==> src/rtl/axis_rx_fifo.sv <==
`default_nettype none
// ============================================================================
// Module   : axis_rx_fifo
// Brief    : AXI-Stream receiver with a FWFT buffer and max-length truncation.
//            Optional statistics outputs: define AXIS_RX_STATS_EN.
// Revision : 1.0 - initial release
// ============================================================================
module axis_rx_fifo #(
  parameter int DATA_W  = 32,
  parameter int DEPTH   = 8,
  parameter int MAX_PKT = 40
) (
  input  logic              aclk,
  input  logic              areset,
  input  logic              tvalid,
  output logic              tready,
  input  logic [DATA_W-1:0] tdata,
  input  logic              tlast,
  output logic [DATA_W-1:0] data,
  output logic              valid,
  output logic              last,
  input  logic              ready,
  output logic              finish
`ifdef AXIS_RX_STATS_EN
  ,
  output logic [15:0]       pkt_cnt,
  output logic              len_err
`endif
);

  localparam int AW = $clog2(DEPTH);
  localparam int CW = $clog2(MAX_PKT + 1);
  localparam logic [CW-1:0] C_MAX = CW'(MAX_PKT);

  typedef enum logic [1:0] {
    IDLE   = 2'd0,
    IN_PKT = 2'd1,
    DROP   = 2'd2
  } state_t;

  state_t          state_q, state_d;
  logic [CW-1:0]   cnt_q, cnt_d;
  logic [AW:0]     wr_ptr_q, wr_ptr_d;
  logic [AW:0]     rd_ptr_q, rd_ptr_d;
  logic            finish_q, finish_d;
  logic [DATA_W:0] mem_q [DEPTH];

  logic full, empty, accept, push, push_last, pop, trunc;

  // Extra pointer bit distinguishes full from empty when addresses match.
  assign empty  = (wr_ptr_q == rd_ptr_q);
  assign full   = (wr_ptr_q[AW-1:0] == rd_ptr_q[AW-1:0]) && (wr_ptr_q[AW] != rd_ptr_q[AW]);
  assign tready = !areset && ((state_q == DROP) || !full);
  assign accept = tvalid && tready;
  assign valid  = !empty;
  assign data   = valid ? mem_q[rd_ptr_q[AW-1:0]][DATA_W-1:0] : '0;
  assign last   = valid && mem_q[rd_ptr_q[AW-1:0]][DATA_W];
  assign pop    = valid && ready;
  assign finish = finish_q;

  always_comb begin
    state_d   = state_q;
    cnt_d     = cnt_q;
    push      = 1'b0;
    push_last = 1'b0;
    trunc     = 1'b0;
    if (accept) begin
      case (state_q)
        IDLE: begin
          push  = 1'b1;
          cnt_d = CW'(1);
          if (tlast) begin
            push_last = 1'b1;
          end else if (MAX_PKT == 1) begin
            push_last = 1'b1;
            trunc     = 1'b1;
            state_d   = DROP;
          end else begin
            state_d = IN_PKT;
          end
        end
        IN_PKT: begin
          push = 1'b1;
          if (tlast) begin
            push_last = 1'b1;
            cnt_d     = '0;
            state_d   = IDLE;
          end else if (cnt_q + 1'b1 == C_MAX) begin
            // Force a packet end on the final allowed beat; the tail is dropped.
            push_last = 1'b1;
            trunc     = 1'b1;
            cnt_d     = '0;
            state_d   = DROP;
          end else begin
            cnt_d = cnt_q + 1'b1;
          end
        end
        DROP: begin
          if (tlast) state_d = IDLE;
        end
        default: state_d = IDLE;
      endcase
    end
    wr_ptr_d = push ? wr_ptr_q + 1'b1 : wr_ptr_q;
    rd_ptr_d = pop  ? rd_ptr_q + 1'b1 : rd_ptr_q;
    finish_d = pop && last;
  end

  always_ff @(posedge aclk) begin
    if (areset) begin
      state_q  <= IDLE;
      cnt_q    <= '0;
      wr_ptr_q <= '0;
      rd_ptr_q <= '0;
      finish_q <= 1'b0;
    end else begin
      state_q  <= state_d;
      cnt_q    <= cnt_d;
      wr_ptr_q <= wr_ptr_d;
      rd_ptr_q <= rd_ptr_d;
      finish_q <= finish_d;
    end
  end

  // Storage needs no reset: outputs are gated by the empty flag.
  always_ff @(posedge aclk) begin
    if (push) mem_q[wr_ptr_q[AW-1:0]] <= {push_last, tdata};
  end

`ifdef AXIS_RX_STATS_EN
  logic [15:0] pkt_cnt_q, pkt_cnt_d;
  logic        len_err_q, len_err_d;

  always_comb begin
    pkt_cnt_d = (push && push_last) ? pkt_cnt_q + 16'd1 : pkt_cnt_q;
    len_err_d = trunc;
  end

  always_ff @(posedge aclk) begin
    if (areset) begin
      pkt_cnt_q <= '0;
      len_err_q <= 1'b0;
    end else begin
      pkt_cnt_q <= pkt_cnt_d;
      len_err_q <= len_err_d;
    end
  end

  assign pkt_cnt = pkt_cnt_q;
  assign len_err = len_err_q;
`else
  logic unused_stats;
  assign unused_stats = trunc;
`endif

endmodule
`default_nettype wire
==> config.mk <==
export PLATFORM = sky130hd
export DESIGN_NAME = axis_rx_fifo
export DESIGN_NICKNAME = d
export VERILOG_FILES = /design/src/rtl/axis_rx_fifo.sv
export SDC_FILE = /design/constraint.sdc
export NUM_CORES = 1
export LEC_CHECK = 0
export CORE_MARGIN = 2
export CORE_UTILIZATION = 63
export CTS_CLUSTER_SIZE = 14
export DETAILED_ROUTE_END_ITERATION = 8
export PLACE_DENSITY = 0.88
export SYNTH_ARGS = -nofsm -noshare
export SYNTH_HDL_FRONTEND = slang
export SYNTH_SLANG_ARGS = --single-unit
==> constraint.sdc <==
create_clock -name aclk -period 9.5 [get_ports aclk]
set_clock_uncertainty 0.2 [all_clocks]
set_input_delay 1.425 -clock aclk [delete_from_list [all_inputs] [get_ports aclk]]
set_output_delay 1.425 -clock aclk [all_outputs]
set_load 0.01 [all_outputs]
==> results_dict.tcl, run 1 <==
set metrics [dict create \
    status "completed" \
    num_vias 5543 \
    htree_levels 1 \
    num_antenna_cells 0 \
    worst_r2r_startpoint "wr_ptr_q[0]" \
    yosysSeqAreaShare_pct 75.5 \
    seq_area_mm2 0.00833 \
    cp.required_ns 7.88 \
    crit_path_end_kind "output port" \
    grt_max_degree 38 \
    rsz0062_at_grt "false" \
    ys_ff_latch 284 \
    r2r_cells 4 \
    cts_setup_buffers 0 \
    start_util_pct 64.0 \
    finalSetupViolCount 0 \
    numCtsBuffers 28 \
    cp_slowest_cell "dfxtp_4" \
    gp_congestion 0.763 \
    cp_top_family "buffers and inverters" \
    worstSetupStartpointType "register" \
    cp.arrival_ns 3.48 \
    path_class "reg -> out" \
    drc 0 \
    worst_r2r_endpoint "mem_q[6][28]" \
    r2r_slack_ns 5.80 \
    design.core.area_mm2 0.0172 \
    crit_buf_inv 2 \
    multi_input_area_mm2 0.00262 \
    portBuffers 72 \
    worstSetupPathDepth 5 \
    rows 48 \
    syn_to_final_growth_pct 16.3 \
    worstHoldPathType "reg -> reg" \
    drive_gt1_share_pct 18.6 \
    power.density_mw_per_mm2 213 \
    synth_nets 589 \
    synth_cells 549 \
    clkTransAtPathRegs_ns 0.06 \
    place_area_mm2 0.0120 \
    slew_headroom_pct 17.8 \
    min_period_over_period_pct 53.7 \
    final-hold-violation-count 0 \
    cpPeakStageDelay_ns 0.73 \
    ir_worst_vdd_uv 174 \
    cts_root_buf "clkbuf_16" \
    grt_usage_pct 25.3 \
    overflow 0 \
    drt_iter0_drc 443 \
    clock-sinks 284 \
    grt_pass1_vias 5823 \
    avgViaCountPerCell 6.34 \
    synth_cell_types 39 \
    async_reset_ff_share_pct 0 \
    hold_slack_ns 0.300 \
    power_leakage_nw 3.94 \
    clk_path_buf_depth 3 \
    path_cells "buf_4 > mux4_2 > mux2i_1 > nor2_1 > clkdlybuf4s50_1" \
    setup_tns_ns 0 \
    synth_edf_count 264 \
    fillers 886 \
    stdcell_area_mm2 0.0128 \
    drt_wl_total_um 22400 \
    wire_per_inst_um 25.6 \
    drv_cap 0 \
    grt_pass1_wl_um 34500 \
    drtAntennaViolNets 0 \
    netlist_area_mm2 0.0110 \
    yosys_warnings 0 \
    path_max_fanout 37 \
    crit_path_end "data[20]" \
    final_nets 670 \
    first_pass_iters 5 \
    cts_resized 0 \
    io_pins 73 \
    synth_ff_type "edfxtp_1" \
    avgSynthCellArea_um2 20.1 \
    antenna_found_initial 0 \
    tightest_slew_ns 1.23 \
    die-area_mm2 0.0186 \
    fmax_mhz 196 \
    drv_slew 0 \
    cts_hold_buf 0 \
    fin_crit_ns 5.10 \
    clk_latency_ns 0.53 \
    dpl.hpwl_um 12100 \
    dieWidth_um 136 \
    cts_tree "built" \
    die_h_um 136 \
]
==> placed cells by master, fill, tap and decap left out, types with 6 or more instances in the layout <==
master / count
xor2_1: 7
xnor2_1: 6
clkdlybuf4s50_1: 72
nand2_1: 15
clkbuf_16: 29
a21oi_1: 7
edfxtp_1: 264
buf_4: 7
dfxtp_1: 17
clkbuf_1: 9
mux2i_1: 34
mux4_2: 66
nor2_1: 49
o21ai_0: 8
clkinv_1: 8
==> worst register-to-register path: stages (launching register included) <==
cell and delay, ns:
dfxtp_1 0.63, xnor2_1 0.17, a41oi_1 0.88, nand2_1 0.41, nor2_4 1.02
==> report_power, final <==
part / total, mW / switching (mW) / internal (mW)
logic: 0.326 / 0.152 / 0.174
registers: 1.41 / 0.0282 / 1.38
clock network: 0.991 / 0.435 / 0.556
total: 2.73 / 0.615 / 2.11
==> state kept, by name (all words and copies together), names as in the netlist, named ones only <==
name / count
state_q: 2
mem_q: 264
cnt_q: 6
wr_ptr_q: 4
rd_ptr_q: 4
finish: 1
==> kinds of logic after synthesis <==
logic type | after synthesis | synth area share, %
DFF | 284 | 75.5
AOI/OAI and AO/OA | 23 | 1.30
and+or+nand+nor | 94 | 3.94
muxes | 101 | 16.7
xor gates and xnor gates | 13 | 1.03
adders and majority gates | 3 | 0.340
buffers and inverters | 31 | 1.24
==> cell type report <==
cell class | count | area share [%]
Clock buffer | 38 | 5.92
Clock inverter | 11 | 0.410
Inverter | 3 | 0.0878
Multi-Input combinational cell | 234 | 20.4
Sequential cell | 284 | 65.0
Tap cell | 225 | 2.19
Timing Repair Buffer | 79 | 6.03
==> worst min-delay path by stage <==
stage,startpoint,slack [ns],endpoint,cells after the start
final,cnt_q[1],0.30,cnt_q[1],2
after global routing,cnt_q[3],0.35,cnt_q[3],2
after CTS,cnt_q[1],0.30,cnt_q[1],2
after detailed placement,cnt_q[1],0.29,cnt_q[1],2
after global placement,cnt_q[1],0.28,cnt_q[1],2
after floorplan,cnt_q[1],0.26,cnt_q[1],2
==> synth_stat cells (5+ instances only) <==
cell type  instances  area share (%)
edfxtp_1         264              72
mux4_2            66              13
nor2_1            54             1.8
mux2i_1           34             3.1
dfxtp_1           20             3.6
nand2_1           15            0.51
clkbuf_1          12            0.41
o21ai_0            8            0.36
a21oi_1            7            0.32
buf_2              7            0.32
xor2_1             7            0.56
buf_1              6            0.20
xnor2_1            6            0.48
nand3_1            5            0.23
==> stage by stage <==
stage                     setup WS [ns]  power (mW)  util (%)  instances
final                              4.40        2.73      74.4        874
after global routing               4.15        2.81      74.4        874
after CTS                          4.31        2.74      74.4        874
after detailed placement           4.00        1.76      69.7        825
after global placement             4.16        1.75      69.7        825
after floorplan                    4.22        1.62         -        549
==> metal layers <==
metal / part of all wire (%) / vias up / GRT usage (%)
met2: 53 / 271 / 43.7
met4: 1.9 / 0 / 6.71
met3: 6.0 / 39 / 3.95
met5: 0 / - / 0
li1: - / 2389 / -
met1: 39 / 2844 / 34.2
Note: power is estimated with default switching activity, not from simulation.
==> run 2, diff against run 1 <==
--- a/config.mk
+++ b/config.mk
@@ -6,10 +6,10 @@
 export NUM_CORES = 1
 export LEC_CHECK = 0
 export CORE_MARGIN = 2
-export CORE_UTILIZATION = 63
+export CORE_UTILIZATION = 53
 export CTS_CLUSTER_SIZE = 14
 export DETAILED_ROUTE_END_ITERATION = 8
-export PLACE_DENSITY = 0.88
+export PLACE_DENSITY = 0.8
 export SYNTH_ARGS = -nofsm -noshare
 export SYNTH_HDL_FRONTEND = slang
 export SYNTH_SLANG_ARGS = --single-unit
==> constraint.sdc (replaced) <==
create_clock -name aclk -period 4.25 [get_ports aclk]
set_clock_uncertainty 0.2 [all_clocks]
set_input_delay 0.6375 -clock aclk [delete_from_list [all_inputs] [get_ports aclk]]
set_output_delay 0.6375 -clock aclk [all_outputs]
set_load 0.01 [all_outputs]
==> run 2 against run 1 <==
Against the previous run: clock power is 150% higher; critical path depth did not move; utilization decreased by 9.4 points; critical path type unchanged; register-to-register slack worse by 4.3 ns; final area rose by 2.9%; sequential power is 120% higher; clock-buffer cell count is the same.
==> results_dict.tcl, run 2 (same netlist as run 1, synthesis figures left out) <==
set metrics [dict create \
    fin_crit_ns 3.78 \
    drt_iter0_drc 417 \
    clk_latency_ns 0.53 \
    avgViaCountPerCell 5.89 \
    layout_common_cells "264 x edfxtp_1, 72 x clkdlybuf4s50_1, 66 x mux4_2" \
    cpPeakStageDelay_ns 0.72 \
    power.density_mw_per_mm2 479 \
    cts_root_buf "clkbuf_16" \
    drt_wl_total_um 21300 \
    clock-sinks 284 \
    fin_util_pct 65.0 \
    r2r_cells 5 \
    worstHoldPathType "reg -> reg" \
    numCtsBuffers 29 \
    final-hold-violation-count 0 \
    largest_register_ffs 264 \
    worstSetupStartpointType "register" \
    finalSetupViolCount 0 \
    slew_headroom_pct 43.4 \
    overflow 0 \
    drv_slew 0 \
    io_pins 73 \
    drc 0 \
    tightest_slew_ns 0.848 \
    num_vias 5518 \
    htree_levels 1 \
    setup_tns_ns 0 \
    grt_pass1_vias 5763 \
    clk_path_buf_depth 3 \
    drtAntennaViolNets 0 \
    dpl.hpwl_um 12900 \
    grt_usage_pct 20.0 \
    rsz0062_at_grt "false" \
    cts_tree "built" \
    gp_congestion 0.762 \
    cts_resized 0 \
    cp.arrival_ns 2.94 \
    final_nets 685 \
    status "completed" \
    power_leakage_nw 4.09 \
    drive_gt1_share_pct 22.3 \
    cp_slowest_cell "dfxtp_4" \
    grt_pass1_wl_um 33300 \
    die-area_mm2 0.0220 \
    min_period_over_period_pct 88.9 \
    rows 52 \
    drv_cap 0 \
    first_pass_iters 5 \
    ir_worst_vdd_uv 308 \
    portBuffers 72 \
    cts_setup_buffers 0 \
    cts_hold_buf 0 \
    cp.required_ns 3.41 \
    whs_path_depth 2 \
    syn_to_final_growth_pct 19.7 \
    fmax_mhz 265 \
    antenna_found_initial 0 \
    crit_path_end_kind "output port" \
    num_antenna_cells 0 \
    hold_slack_ns 0.331 \
    die_h_um 148 \
    design.core.area_mm2 0.0203 \
    wire_per_inst_um 22.7 \
    path_max_fanout 28 \
    start_util_pct 54.3 \
    r2r_slack_ns 1.48 \
    dieWidth_um 148 \
    path_cells "buf_12 > mux4_2 > mux2i_1 > nor2_1 > clkdlybuf4s50_1" \
    path_class "reg -> out" \
    grt_max_degree 45 \
    final_common_cell "edfxtp_1" \
    clkTransAtPathRegs_ns 0.06 \
]
run 2: cell count changes in the layout (fill, tap and decap cells not counted), moves of 2 or more:
cell,delta
buf_12,+6
buf_4,+8
clkbuf_1,-7
clkbuf_8,+7
clkinv_1,-3
clkinv_2,+2
clkinv_4,+2
clkinvlp_4,+2
nor3_2,-2
nor3_4,+2
run 2: critical path, delay by kind of cell, from the launching register on:
kind	cells	cell delay, ns
flops	1	0.72
mux	2	0.80
buf+inv	2	0.79
simple gates	1	0.09
run 2: path summary, 6_finish.rpt:
path | startpoint | endpoint
setup / recovery | register | data[1]
hold / removal | cnt_q[1] | cnt_q[1]
setup reg to reg | wr_ptr_q[0] | mem_q[2][4]
hold reg to reg | cnt_q[1] | cnt_q[1]
run 2: metal layers:
metal / vias up / routed length (µm) / global-route usage [%]
met1: 2835 / 8660 / 27.4
met3: 33 / 1230 / 2.55
met4: 0 / 383 / 5.19
met2: 229 / 11000 / 34.6
met5: - / 0 / 0
li1: 2421 / - / -
run 2: cell type report:
type                            instances  area (µm²)
Clock inverter                         15         106
Tap cell                              270         338
Timing Repair Buffer                   93         953
Clock buffer                           38         830
Fill cell                            1344        7100
Multi-Input combinational cell        234        2630
Inverter                                3        11.3
Sequential cell                       284        8340
run 2: report_power, final:
part	internal, mW	total (mW)	switching, mW
sequential	3.09	3.15	0.0618
clock	1.43	2.44	1.01
combinational	0.406	0.735	0.329
run 2: through the flow:
step / instance area [µm²] / std cells / total power, mW / setup slack, ns
after floorplan: 11000 / 549 / 3.62 / 0.644
after global placement: 12300 / 884 / 3.94 / 0.885
after detailed placement: 12300 / 884 / 3.96 / 0.826
after CTS: 13200 / 937 / 6.38 / 0.390
after global routing: 13200 / 937 / 6.53 / 0.250
final: 13200 / 937 / 6.32 / 0.470
